## src/rtl/yonga_lz4_encoder.sv

```systemverilog
// yonga_lz4_encoder: buffers one block of up to 128 raw bytes, then emits it
// as a raw LZ4 block (no frame header), one byte per cycle into a FIFO.
// Optional macro YONGA_LZ4_ENC_MATCH_EN enables the offset-1 (run) match
// search; without it every block is a single literal-only sequence.
module yonga_lz4_encoder (
  input  logic       clk,
  input  logic       rst,
  input  logic       i_lz4_compress_enable,
  input  logic       i_lz4_compress_start,
  input  logic       i_raw_data_valid,
  input  logic [7:0] i_raw_data,
  input  logic       i_raw_last,
  output logic       o_raw_data_ready,
  input  logic       i_compress_fifo_full,
  output logic       o_compress_data_write,
  output logic [7:0] o_compress_data,
  output logic       o_idle
);

  localparam logic [3:0] S_IDLE   = 4'd0;
  localparam logic [3:0] S_LOAD   = 4'd1;
  localparam logic [3:0] S_SCAN   = 4'd2;
  localparam logic [3:0] S_TOKEN  = 4'd3;
  localparam logic [3:0] S_LITEXT = 4'd4;
  localparam logic [3:0] S_LIT    = 4'd5;
  localparam logic [3:0] S_OFFLO  = 4'd6;
  localparam logic [3:0] S_OFFHI  = 4'd7;
  localparam logic [3:0] S_MATEXT = 4'd8;

  logic [3:0] r_state;
  logic [7:0] r_len;       // bytes stored in the block buffer
  logic [7:0] r_p;         // current position; doubles as literal read pointer
  logic [7:0] r_litlen;    // literal length of the sequence being emitted
  logic [7:0] r_lit_left;  // literals still to emit
  logic       r_last;      // sequence being emitted is the final one
  logic [7:0] r_buf [0:127];

  logic       w_emit;
  logic       w_fire;
  logic [3:0] w_lit_nib;
  logic [3:0] w_mat_nib;
  logic [7:0] w_byte;

`ifdef YONGA_LZ4_ENC_MATCH_EN
  logic [7:0] r_q;         // candidate match start
  logic [7:0] r_L;         // match length being grown
  logic       r_ext;       // 0: searching for q, 1: extending L
  logic [6:0] w_q7;
  logic [7:0] w_ref;
  logic       w_hit;
  logic       w_q_past;
  logic [7:0] w_ext_pos;
  logic       w_ext_ok;
  logic [7:0] w_mlen;

  // Offset-1 match: four bytes at q equal the byte just before q.
  always_comb begin
    w_q7      = r_q[6:0];
    w_ref     = r_buf[w_q7 - 7'd1];
    w_hit     = (r_buf[w_q7] == w_ref) && (r_buf[w_q7 + 7'd1] == w_ref) &&
                (r_buf[w_q7 + 7'd2] == w_ref) && (r_buf[w_q7 + 7'd3] == w_ref);
    // a match may not start within the last 12 bytes
    w_q_past  = ({1'b0, r_q} + 9'd12) > {1'b0, r_len};
    // the match must leave at least 5 trailing literals
    w_ext_pos = r_q + r_L;
    w_ext_ok  = (({1'b0, w_ext_pos} + 9'd6) <= {1'b0, r_len}) &&
                (r_buf[w_ext_pos[6:0]] == w_ref);
    w_mlen    = r_L - 8'd4;
  end
`endif

  // Output byte for the current emission state; held while the FIFO is full.
  always_comb begin
    w_emit    = (r_state >= S_TOKEN) && (r_state <= S_MATEXT);
    w_fire    = w_emit && !i_compress_fifo_full;
    w_lit_nib = (r_litlen >= 8'd15) ? 4'hF : r_litlen[3:0];
`ifdef YONGA_LZ4_ENC_MATCH_EN
    w_mat_nib = r_last ? 4'h0 : ((w_mlen >= 8'd15) ? 4'hF : w_mlen[3:0]);
`else
    w_mat_nib = 4'h0;
`endif
    w_byte = 8'h00;
    case (r_state)
      S_TOKEN:  w_byte = {w_lit_nib, w_mat_nib};
      S_LITEXT: w_byte = r_litlen - 8'd15;
      S_LIT:    w_byte = r_buf[r_p[6:0]];
`ifdef YONGA_LZ4_ENC_MATCH_EN
      S_OFFLO:  w_byte = 8'h01;
      S_OFFHI:  w_byte = 8'h00;
      S_MATEXT: w_byte = w_mlen - 8'd15;
`endif
      default:  w_byte = 8'h00;
    endcase
  end

  assign o_compress_data       = w_byte;
  assign o_compress_data_write = w_fire;
  assign o_raw_data_ready      = (r_state == S_LOAD);
  assign o_idle                = (r_state == S_IDLE);

  // Block buffer: raw bytes land at position r_len while loading.
  always_ff @(posedge clk) begin
    if (r_state == S_LOAD && i_raw_data_valid)
      r_buf[r_len[6:0]] <= i_raw_data;
  end

  // Main control FSM: load, search, then emit each sequence byte by byte.
  always_ff @(posedge clk or posedge rst) begin
    if (rst) begin
      r_state    <= S_IDLE;
      r_len      <= 8'd0;
      r_p        <= 8'd0;
      r_litlen   <= 8'd0;
      r_lit_left <= 8'd0;
      r_last     <= 1'b0;
`ifdef YONGA_LZ4_ENC_MATCH_EN
      r_q        <= 8'd0;
      r_L        <= 8'd0;
      r_ext      <= 1'b0;
`endif
    end else begin
      case (r_state)
        S_IDLE: begin
          if (i_lz4_compress_start && i_lz4_compress_enable) begin
            r_state <= S_LOAD;
            r_len   <= 8'd0;
            r_p     <= 8'd0;
          end
        end
        S_LOAD: begin
          if (i_raw_data_valid) begin
            r_len <= r_len + 8'd1;
            if (i_raw_last || r_len == 8'd127) begin
              r_state <= S_SCAN;
`ifdef YONGA_LZ4_ENC_MATCH_EN
              r_q     <= 8'd1;
              r_ext   <= 1'b0;
`endif
            end
          end
        end
        S_SCAN: begin
`ifdef YONGA_LZ4_ENC_MATCH_EN
          if (!r_ext) begin
            if (w_q_past) begin
              r_litlen   <= r_len - r_p;
              r_lit_left <= r_len - r_p;
              r_last     <= 1'b1;
              r_state    <= S_TOKEN;
            end else if (w_hit) begin
              r_ext <= 1'b1;
              r_L   <= 8'd4;
            end else begin
              r_q <= r_q + 8'd1;
            end
          end else if (w_ext_ok) begin
            r_L <= r_L + 8'd1;
          end else begin
            r_litlen   <= r_q - r_p;
            r_lit_left <= r_q - r_p;
            r_last     <= 1'b0;
            r_ext      <= 1'b0;
            r_state    <= S_TOKEN;
          end
`else
          r_litlen   <= r_len - r_p;
          r_lit_left <= r_len - r_p;
          r_last     <= 1'b1;
          r_state    <= S_TOKEN;
`endif
        end
        S_TOKEN: begin
          if (w_fire) begin
            if (r_litlen >= 8'd15)     r_state <= S_LITEXT;
            else if (r_litlen != 8'd0) r_state <= S_LIT;
            else if (r_last)           r_state <= S_IDLE;
            else                       r_state <= S_OFFLO;
          end
        end
        S_LITEXT: begin
          if (w_fire) r_state <= S_LIT;
        end
        S_LIT: begin
          if (w_fire) begin
            r_p        <= r_p + 8'd1;
            r_lit_left <= r_lit_left - 8'd1;
            if (r_lit_left == 8'd1) r_state <= r_last ? S_IDLE : S_OFFLO;
          end
        end
`ifdef YONGA_LZ4_ENC_MATCH_EN
        S_OFFLO: begin
          if (w_fire) r_state <= S_OFFHI;
        end
        S_OFFHI: begin
          if (w_fire) begin
            if (w_mlen >= 8'd15) begin
              r_state <= S_MATEXT;
            end else begin
              r_state <= S_SCAN;
              r_p     <= r_p + r_L;
              r_q     <= r_p + r_L;
            end
          end
        end
        S_MATEXT: begin
          if (w_fire) begin
            r_state <= S_SCAN;
            r_p     <= r_p + r_L;
            r_q     <= r_p + r_L;
          end
        end
`else
        // match-only states are unreachable without the search
        S_OFFLO, S_OFFHI, S_MATEXT: r_state <= S_IDLE;
`endif
        default: r_state <= S_IDLE;
      endcase
    end
  end

endmodule

```

## config.mk

```make
export PLATFORM = sky130hd
export DESIGN_NAME = yonga_lz4_encoder
export DESIGN_NICKNAME = d
export VERILOG_FILES = /design/src/rtl/yonga_lz4_encoder.sv
export SDC_FILE = /design/constraint.sdc
export NUM_CORES = 1
export LEC_CHECK = 0
export CAP_MARGIN = 20
export CELL_PAD_IN_SITES_DETAIL_PLACEMENT = 0
export CELL_PAD_IN_SITES_GLOBAL_PLACEMENT = 1
export CORE_MARGIN = 1
export CORE_UTILIZATION = 45
export DETAILED_ROUTE_END_ITERATION = 10
export DONT_BUFFER_PORTS = 1
export PLACE_DENSITY_LB_ADDON = 0.1
export SYNTH_ARGS = -nofsm -noshare
export SYNTH_HDL_FRONTEND = slang
export SYNTH_SLANG_ARGS = --single-unit
```

## constraint.sdc

```tcl
create_clock -name clk -period 2.88 [get_ports clk]
set_input_delay 0.288 -clock clk [delete_from_list [all_inputs] [get_ports clk]]
set_output_delay 0.288 -clock clk [all_outputs]
set_load 0.02 [all_outputs]
```

Yosys cells after proc, flatten, opt, wreduce, memory -nomap -nowiden. Memories as Yosys holds them, arrays and structs flattened. Cells that the tools add are included.

Register bits after elaboration: 37. RAM bits: 1024. Output and inout bits: 11. Memories kept: 1.

Memory list: r_buf (words 128, width 8, read ports 1, clocked after Yosys merged registers in 0, write ports 1, RTL line 36) `logic [7:0] r_buf [0:127];`.

Add/sub/neg operators: 5. Order comparisons: 3. Eq/ne operators: 14. Multiplexer cells: 22. Reduce and logical (&&, ||, !) cells: 15.

Operators with widths (number): $pmux W8 S2 (3); $mux W4 (8); $mux W8 (4); $pmux W4 S6 (1); $pmux W8 S3 (1); $add A8 B1 Y8 const B (2); $ne A2 B2 Y1 const B (5); $mux W3 (3); $eq A4 B2 Y1 const B (2); $eq A4 B3 Y1 const B (2); $eq A8 B1 Y1 const B (1); $eq A8 B7 Y1 const B (1); $ge A8 B4 Y1 const B (1); $reduce_bool A8 Y1 (1); $sub A8 B1 Y8 const B (1); $sub A8 B4 Y8 const B (1); $sub A8 B8 Y8 (1); $reduce_and A7 Y1 (1); $reduce_and A3 Y1 (2); $reduce_bool A2 Y1 (3); $eq A4 B1 Y1 const B (1); $ge A4 B2 Y1 const B (1); $le A4 B4 Y1 const B (1); $logic_and A1 B1 Y1 (4); other kinds (6) (8).

Longest topological paths before layout. Gate-level depths: netlist (run 1).

Depth after elaboration: 5. Mapped depth: 11.

Least setup slack after synthesis (run 1). No wires, ideal clock.

Path type: register -> register. From: register r_state[1]. To: memory r_buf[110][0] (enable). Setup time: 0.370 ns. Arrival time: 2.267 ns. Required time: 2.510 ns. Path slack: 0.243 ns. Cell stages (with the launch flop): 9. Period minus slack after synthesis: 2.637 ns. Cells stage by stage: dfrtp_1 -> buf_1 -> nand2b_1 -> nor2_1 -> nand2_1 -> nor2_1 -> nand3_1 -> clkbuf_1 -> nor2_1.

Cells in the longest elaborated chain, start to end: 4.

RTL lines: from (decl) (RTL line 30) `logic [3:0] r_state;`; from (signal assigned) (RTL line 187) `if (r_lit_left == 8'd1) r_state <= r_last ? S_IDLE : S_OFFLO;`; $eq A4 B1 Y1; net o_raw_data_ready (RTL line 13) `output logic o_raw_data_ready,`; $logic_and A1 B1 Y1 (RTL line 103) `if (r_state == S_LOAD && i_raw_data_valid)`; $mux W1 (RTL line 103); $mux W1 (not written as such) (RTL line 104) `r_buf[r_len[6:0]] <= i_raw_data;`; to (decl) (RTL line 36).

The timed path passes the listed nets, and every way through them passes these cells.

Final worst setup path (run 1).
From: register r_p[0]. To: output o_compress_data[5].

Cells in the longest elaborated chain, start to end: 2.

RTL lines: from (decl) (RTL line 32) `logic [7:0] r_p;`; from (signal assigned) (RTL line 185) `r_p <= r_p + 8'd1;`; $mem_v2 Z128 W8; $pmux W8 S3 (RTL line 83) `case (r_state)`; to (decl) (RTL line 16) `output logic [7:0] o_compress_data,`.

No other way between the ends.

==> flow_summary.yaml, run 1 <==
finish:
  antenna_cells: 0
  nets: 2865
  final_common_cell: "edfxtp_1"
  most-common-layout-cells: "1024 x edfxtp_1, 422 x buf_4, 203 x nor2_1, 173 x mux4_2, 170 x mux2i_1"
  drive_above_1_share: 0.328
  syn2layout_area_growth_pct: 23.3
  final_core_util: 0.560
grt:
  antenna_found_initial: 6
  grt_remaining_overflow: 0
  grt_first_pass_wirelength_um: 174000
  grt_start_max_net_pins: 129
  grt_pass1_vias: 24300
  gr-usage-all-layers: 0.257
run_status:
  violations: "setup timing"
  outcome: "complete, but fails checks"
clock_tree:
  cts.sinks: 1060
  cts_max_level: 3
  cts_buffer_depth: 3
  cts-root-buf: "clkbuf_16"
  clk_latency_ps: 690
  cts_tree: "built"
  numCtsBuffers: 110
  path_clk_slew_ps: 70
timing:
  fin_skew_ps: 19.5
  slew_headroom: 0.470
  rsz0062_at_grt: "yes"
  setup_ws_ps: -708
  final-hold-violation-count: 0
  tightest_slew_ps: 793
  drv_slew: 0
  fmax_ghz: 0.279
  min_period_ps: 3590
  fin_setup_tns_ps: -5060
  finalCritPeriodShare: 1.25
  setup_viol: 8
synth:
  synth-simple-area-share: 0.0460
  synth-seq-cells: 1060
  synth-edff-count: 1024
  synthFlopType: "edfxtp_1"
  yosysSeqAreaShare: 0.745
  synth-compound-area-share: 0.0445
  muxShareOfSynthArea: 0.136
  synth.avg_cell_area_um2: 18.2
  syn_nets: 2369
  ys_async_sr_fraction: 0.0340
  synthAdderAreaFrac: 0.00430
  synth_top_family_by_area: "multiplexers"
  syn_area_mm2: 0.0425
  yosys.cell_types.count: 66
  syn_inst: 2340
  synth_xor_area_frac: 0.00412
  yosysWarnings: 0
detailed_routing:
  drt_iter0_drc: 2331
  vias_per_cell: 5.77
  drt-pass1-iter-count: 5
  num_vias: 24100
  ant_nets: 0
  wl_per_cell_um: 29.1
  drc: 0
  wirelength_um: 121000
floorplan:
  dieArea_mm2: 0.0956
  io_pins: 26
  rows: 112
  fp.coreArea_mm2: 0.0935
  die_h_um: 309
  die_w_um: 309
  initial_core_util: 0.454
setup_path:
  cp.required_ps: 2590
  arrival_ps: 3300
  crit_type: "flip-flop to primary output"
  path_cells: "buf_12 > buf_12 > buf_12 > buf_8 > mux2i_1 > o22ai_1 > o31ai_2 > a31oi_1 > buf_4 > o21ai_4 > o2111ai_4 > buf_6"
  end_kind: "primary output"
  cp_top_family: "buffers and inverters"
  critPathMostFrequentCell: "buf_12"
  cp_num_buf_inv: 6
  cp-start-kind: "flip-flop"
  slowest_delay_ps: 550
  cpMaxStageDelayCell: "dfrtp_4"
  crit_path_max_fanout: 8
place:
  place_congestion: 0.890
  dpl.hpwl_um: 76800
  io_buffers: 0
power:
  irDropWorstVdd_mv: 0.521
  powerDensity_mw_per_mm2: 861
  total_leakage_power_uw: 0.0175
job:
  maxCapViolations: 0
min_path:
  hold_path_class: "input port to async pin"
## through the flow
stage	setup slack (ps)	std cells	total power [µW]	instance area (µm²)	hold slack, ps
2_1_floorplan	243	2340	24200	42500	387
3_3_place_gp	-500	3918	29300	47000	399
3_5_place_dp	-438	3919	29400	47000	208
6_report	-708	4170	45100	52400	31.7
5_1_grt	-770	4170	46500	52400	56.6
4_1_cts	-736	4152	44900	52000	1.30
## registers in the layout (all words and copies together), names as in the netlist
| name | flops |
|---|---|
| r_lit_left | 8 |
| r_buf | 1024 |
| r_litlen | 8 |
| r_state | 3 |
| r_p | 8 |
| r_last | 1 |
| r_len | 8 |
## cell type report
cell class              instances  area (µm²)
clock buffers                 130        2910
flip-flops and latches       1060       31700
repair buffers                505        4830
clock inverters                62         553
inverters                      17        63.8
well taps                    1254        1570
multi-input cells            1142       10800
fillers                      7292       41100
## final timing paths
path                                       from                  to  slack (ps)  cells after the start
max                                      r_p[0]  o_compress_data[5]        -710                     12
min                                         rst          r_state[1]          30                      2
max in group asynchronous                   rst       r_lit_left[5]        2330                      3
min in group clk           i_compress_fifo_full       r_lit_left[5]          30                      5
min reg2reg                       r_lit_left[1]       r_lit_left[1]         570                      2
max reg2reg                          r_state[1]       r_buf[118][3]         140                     11
## metal layers
layer  GRT usage  part of all wire  vias to the layer above
met5           0           0.00031                        -
met4      0.0751             0.026                        6
met3      0.0456             0.071                      170
met2       0.402              0.47                      854
met1       0.372              0.44                    12700
li1            -                 -                    10400
## cell families (layout without fill, tap and decap cells)
group / count (synthesis) / after routing
compound gates: 294 / 294
xor+xnor: 20 / 20
fa+ha+maj: 14 / 14
buf+inv: 138 / 714
flops: 1060 / 1060
mux: 362 / 362
simple gates: 452 / 452
## where the power goes
| part | switching (µW) | internal, µW | leakage (µW) |
|---|---|---|---|
| Clock | 5900 | 7960 | 0.00168 |
| Sequential | 229 | 17200 | 0.00965 |
| Combinational | 7380 | 6440 | 0.00617 |
| Total | 13500 | 31600 | 0.0175 |
## worst reg2reg max path, cell delays in order, from the launching register on
cell and delay, ps:
dfrtp_1 390, buf_4 140, buf_4 170, nand2b_1 170, nor2_1 130, nand2_1 120, nor2_1 320, nand3_1 130
buf_4 290, buf_4 250, nor2_1 150, buf_4 210
## cell usage after synthesis, types with 10 or more instances
cell type / count / area, µm²
buf_6: 25 / 282
nand2_1: 125 / 469
nor3_1: 19 / 95.1
nand4_1: 10 / 62.6
a31oi_1: 30 / 188
inv_1: 15 / 56.3
nor2b_1: 16 / 100
o31ai_1: 24 / 180
a22oi_1: 26 / 195
ha_1: 13 / 163
xnor2_1: 15 / 131
o22ai_1: 53 / 332
mux4_2: 173 / 3900
o21ai_0: 57 / 285
edfxtp_1: 1024 / 30700
a21oi_1: 48 / 240
buf_2: 28 / 140
mux2i_1: 183 / 1830
clkbuf_1: 41 / 154
nand3_1: 27 / 135
nor2_1: 209 / 785
buf_4: 20 / 150
dfrtp_1: 36 / 901
nand2b_1: 21 / 131
## repair_timing
item                                   4_1_cts  5_1_grt
hold buffers                                11        0
gates cloned                                 9        1
endpoints found under the hold margin     1062        0
pin swaps                                   32       22
buffers inserted                            25       18
gates resized for setup                    160       53
setup endpoints to repair                    8       14
Note: power is estimated with default switching activity, not from simulation.
==> inputs of run 2 (changes only) <==
--- a/config.mk
+++ b/config.mk
@@ -5,11 +5,13 @@
 export SDC_FILE = /design/constraint.sdc
 export NUM_CORES = 1
 export LEC_CHECK = 0
+export ABC_AREA = 1
 export CAP_MARGIN = 20
 export CELL_PAD_IN_SITES_DETAIL_PLACEMENT = 0
 export CELL_PAD_IN_SITES_GLOBAL_PLACEMENT = 1
 export CORE_MARGIN = 1
 export CORE_UTILIZATION = 45
+export CTS_BUF_LIST = sky130_fd_sc_hd__clkbuf_8
 export DETAILED_ROUTE_END_ITERATION = 10
 export DONT_BUFFER_PORTS = 1
 export PLACE_DENSITY_LB_ADDON = 0.1
==> run 2 against run 1 <==
Effect of this change:
- the run still ends with setup timing left
- clock skew increased by 30 ps
- total power decreased by 25%
- worst hold slack improved by 37 ps
- register-to-register slack improved by 50 ps
- global-route usage increased by 1.3 points
- non-clock buffer count decreased by 137
- via count increased by 29%
- synthesized area increased by 3.9%
- sequential share of layout area decreased by 2.4 points
- sequential power about the same
- cell area increased by 4.1%
- cell count increased by 36%
- critical endpoint is now o_compress_data[3]
- largest cell class unchanged
==> flow_summary.yaml, run 2 <==
timing:
  finalCritPeriodShare: 1.16
  setup_viol: 8
  final-hold-violation-count: 0
  min_period_ps: 3340
  fmax_ghz: 0.299
  fin_skew_ps: 50.0
  hold_ws_ps: 68.9
  slew_headroom: 0.223
  drv_slew: 0
  rsz0062_at_grt: "yes"
  setup_ws_ps: -460
  tightest_slew_ps: 1170
grt:
  grt_first_pass_wirelength_um: 195000
  antenna_found_initial: 2
  grt_pass1_vias: 29700
  grt_start_max_net_pins: 129
  gr-usage-all-layers: 0.271
  grt_remaining_overflow: 0
floorplan:
  die_h_um: 315
  io_pins: 26
  dieArea_mm2: 0.0994
  die_w_um: 315
  fp.coreArea_mm2: 0.0970
  initial_core_util: 0.455
  rows: 114
place:
  dpl_cell_area_mm2: 0.0471
  dpl.hpwl_um: 73600
  place_congestion: 0.844
  io_buffers: 0
setup_path:
  slowest_delay_ps: 550
  crit_path_max_fanout: 7
  crit_type: "flip-flop to primary output"
  rr_worst_depth: 8
  cpMaxStageDelayCell: "dfrtp_4"
  setup.worst_path.start: "r_p[0]"
  path_cells: "inv_12 > buf_16 > buf_16 > buf_16 > buf_12 > nand2_1 > nand3_1 > nand3_1 > nand3_1 > nand3_2 > nand3_2 > nand3_4 > nand2_4 > nand2_4 > nand2_4"
  end_kind: "primary output"
  timing.rr.start: "r_p[6]"
  cp.required_ps: 2590
  arrival_ps: 3050
  cp-start-kind: "flip-flop"
finish:
  largest_register_ffs: 1024
  nets: 4287
  most-common-layout-cells: "1495 x nand2_1, 1024 x edfxtp_1, 403 x nand3_1, 215 x buf_4, 181 x clkbuf_8"
  drive_above_1_share: 0.203
  fin_area_mm2: 0.0545
  syn2layout_area_growth_pct: 23.5
  final_common_cell: "nand2_1"
clock_tree:
  clk_latency_ps: 870
  cts_max_level: 4
  cts_buffer_depth: 3
  cts.sinks: 1060
  numCtsBuffers: 177
  cts_tree: "built"
  path_clk_slew_ps: 60
  cts-root-buf: "clkbuf_8"
synth:
  synth_top_cell_by_area: "edfxtp_1"
  yosysTopAreaCellShare: 0.697
  synth.most_common_cell: "nand2_1"
  synth.avg_cell_area_um2: 11.2
  yosysWarnings: 0
  ys_async_sr_fraction: 0.0340
  syn_area_mm2: 0.0441
  synth_common_cells: "1531 x nand2_1, 1024 x edfxtp_1, 634 x nand3_1"
  synth-edff-count: 1024
  yosysSeqAreaShare: 0.717
  synthFlopType: "edfxtp_1"
  synthTopCellsByArea: "edfxtp_1 70%, nand2_1 13%, nand3_1 7.2%"
  yosys.cell_types.count: 43
  syn_nets: 3964
  synth-seq-cells: 1060
  syn_inst: 3935
power:
  total_leakage_power_uw: 0.0207
  irDropWorstVdd_mv: 0.524
  finalPower_uw: 33700
  powerDensity_mw_per_mm2: 619
detailed_routing:
  vias_per_cell: 5.48
  drc: 0
  drt_iter0_drc: 2863
  num_vias: 31100
  wl_per_cell_um: 24.6
  wirelength_um: 139000
  ant_nets: 0
  drt-pass1-iter-count: 6
run_status:
  violations: "setup timing"
  outcome: "complete, but fails checks"
job:
  maxCapViolations: 0
min_path:
  hold_path_class: "input port to async pin"
[run 2: cell types whose count changed in the layout (fill, tap and decap cells not counted), moves of 41 or more]
cell	before	now
clkbuf_16	115	27
a21oi_1	35	118
inv_1	15	106
nand3_1	20	403
mux4_2	173	0
clkbuf_8	0	181
o22ai_1	43	1
nand3_2	7	174
nor2_1	203	162
nand2_1	117	1495
mux2i_1	170	0
nand3_4	0	58
buf_4	422	215
[run 2: worst max-delay path, delay by kind of cell, from the launching register on]
| family | cells | cell delay [ps] |
|---|---|---|
| and+or+nand+nor | 10 | 950 |
| buffers and inverters | 5 | 670 |
| DFF | 1 | 550 |
[run 2: timing repair]
item                                    4_1_cts  5_1_grt
buffers inserted                             19       19
endpoints found under the setup margin        8        8
resized for setup                           193      259
cloned                                       20       37
hold endpoints to repair                   1064        0
pin swaps                                    55      123
hold buffers                                 24        0
[run 2: cells by family after synthesis]
kind of cell	Yosys count	synth area share
buf+inv	282	0.0309
simple gates	2367	0.222
flops	1060	0.717
fa+ha+maj	14	0.00414
compound gates	204	0.0241
xor+xnor	8	0.00159
[run 2: per-stage QoR]
stage,setup TNS (ps),std cells,util,setup slack [ps]
after global placement,-287,5242,0.485,-184
after detailed placement,-288,5242,0.485,-174
after global routing,-4350,5666,0.562,-572
final,-3510,5666,0.562,-460
after floorplan,0,3935,-,586
after CTS,-4340,5611,0.538,-560
[run 2: per-layer routing]
| layer | up-vias | GRT usage | routed length [µm] |
|---|---|---|---|
| li1 | 14300 | - | - |
| met1 | 15400 | 0.379 | 61500 |
| met2 | 1112 | 0.428 | 65400 |
| met3 | 207 | 0.0452 | 8730 |
| met4 | 2 | 0.0926 | 3710 |
| met5 | - | 0 | 8 |
[run 2: layout make-up]
type	instances	area (µm²)
fillers	8331	42500
flip-flops and latches	1060	31700
multi-input cells	2593	13100
repair buffers	368	4840
clock buffers	181	2490
well taps	1276	1600
clock inverters	129	603
inverters	58	245
diodes	1	2.50
[run 2: worst paths after layout]
kind / to / slack, ps
setup / recovery: o_compress_data[3] / -460
max in group asynchronous: r_litlen[7] / 2150
setup reg to reg: r_lit_left[7] / 190
min in group clk: r_buf[61][4] / 280
hold reg to reg: r_litlen[5] / 500
hold / removal: r_len[0] / 70
[run 2: where the power goes]
part           switching (µW)  total [µW]  internal, µW
clock                    6010       12000          5990
combinational            2930        4520          1590
sequential                127       17200         17100
total                    9070       33700         24600
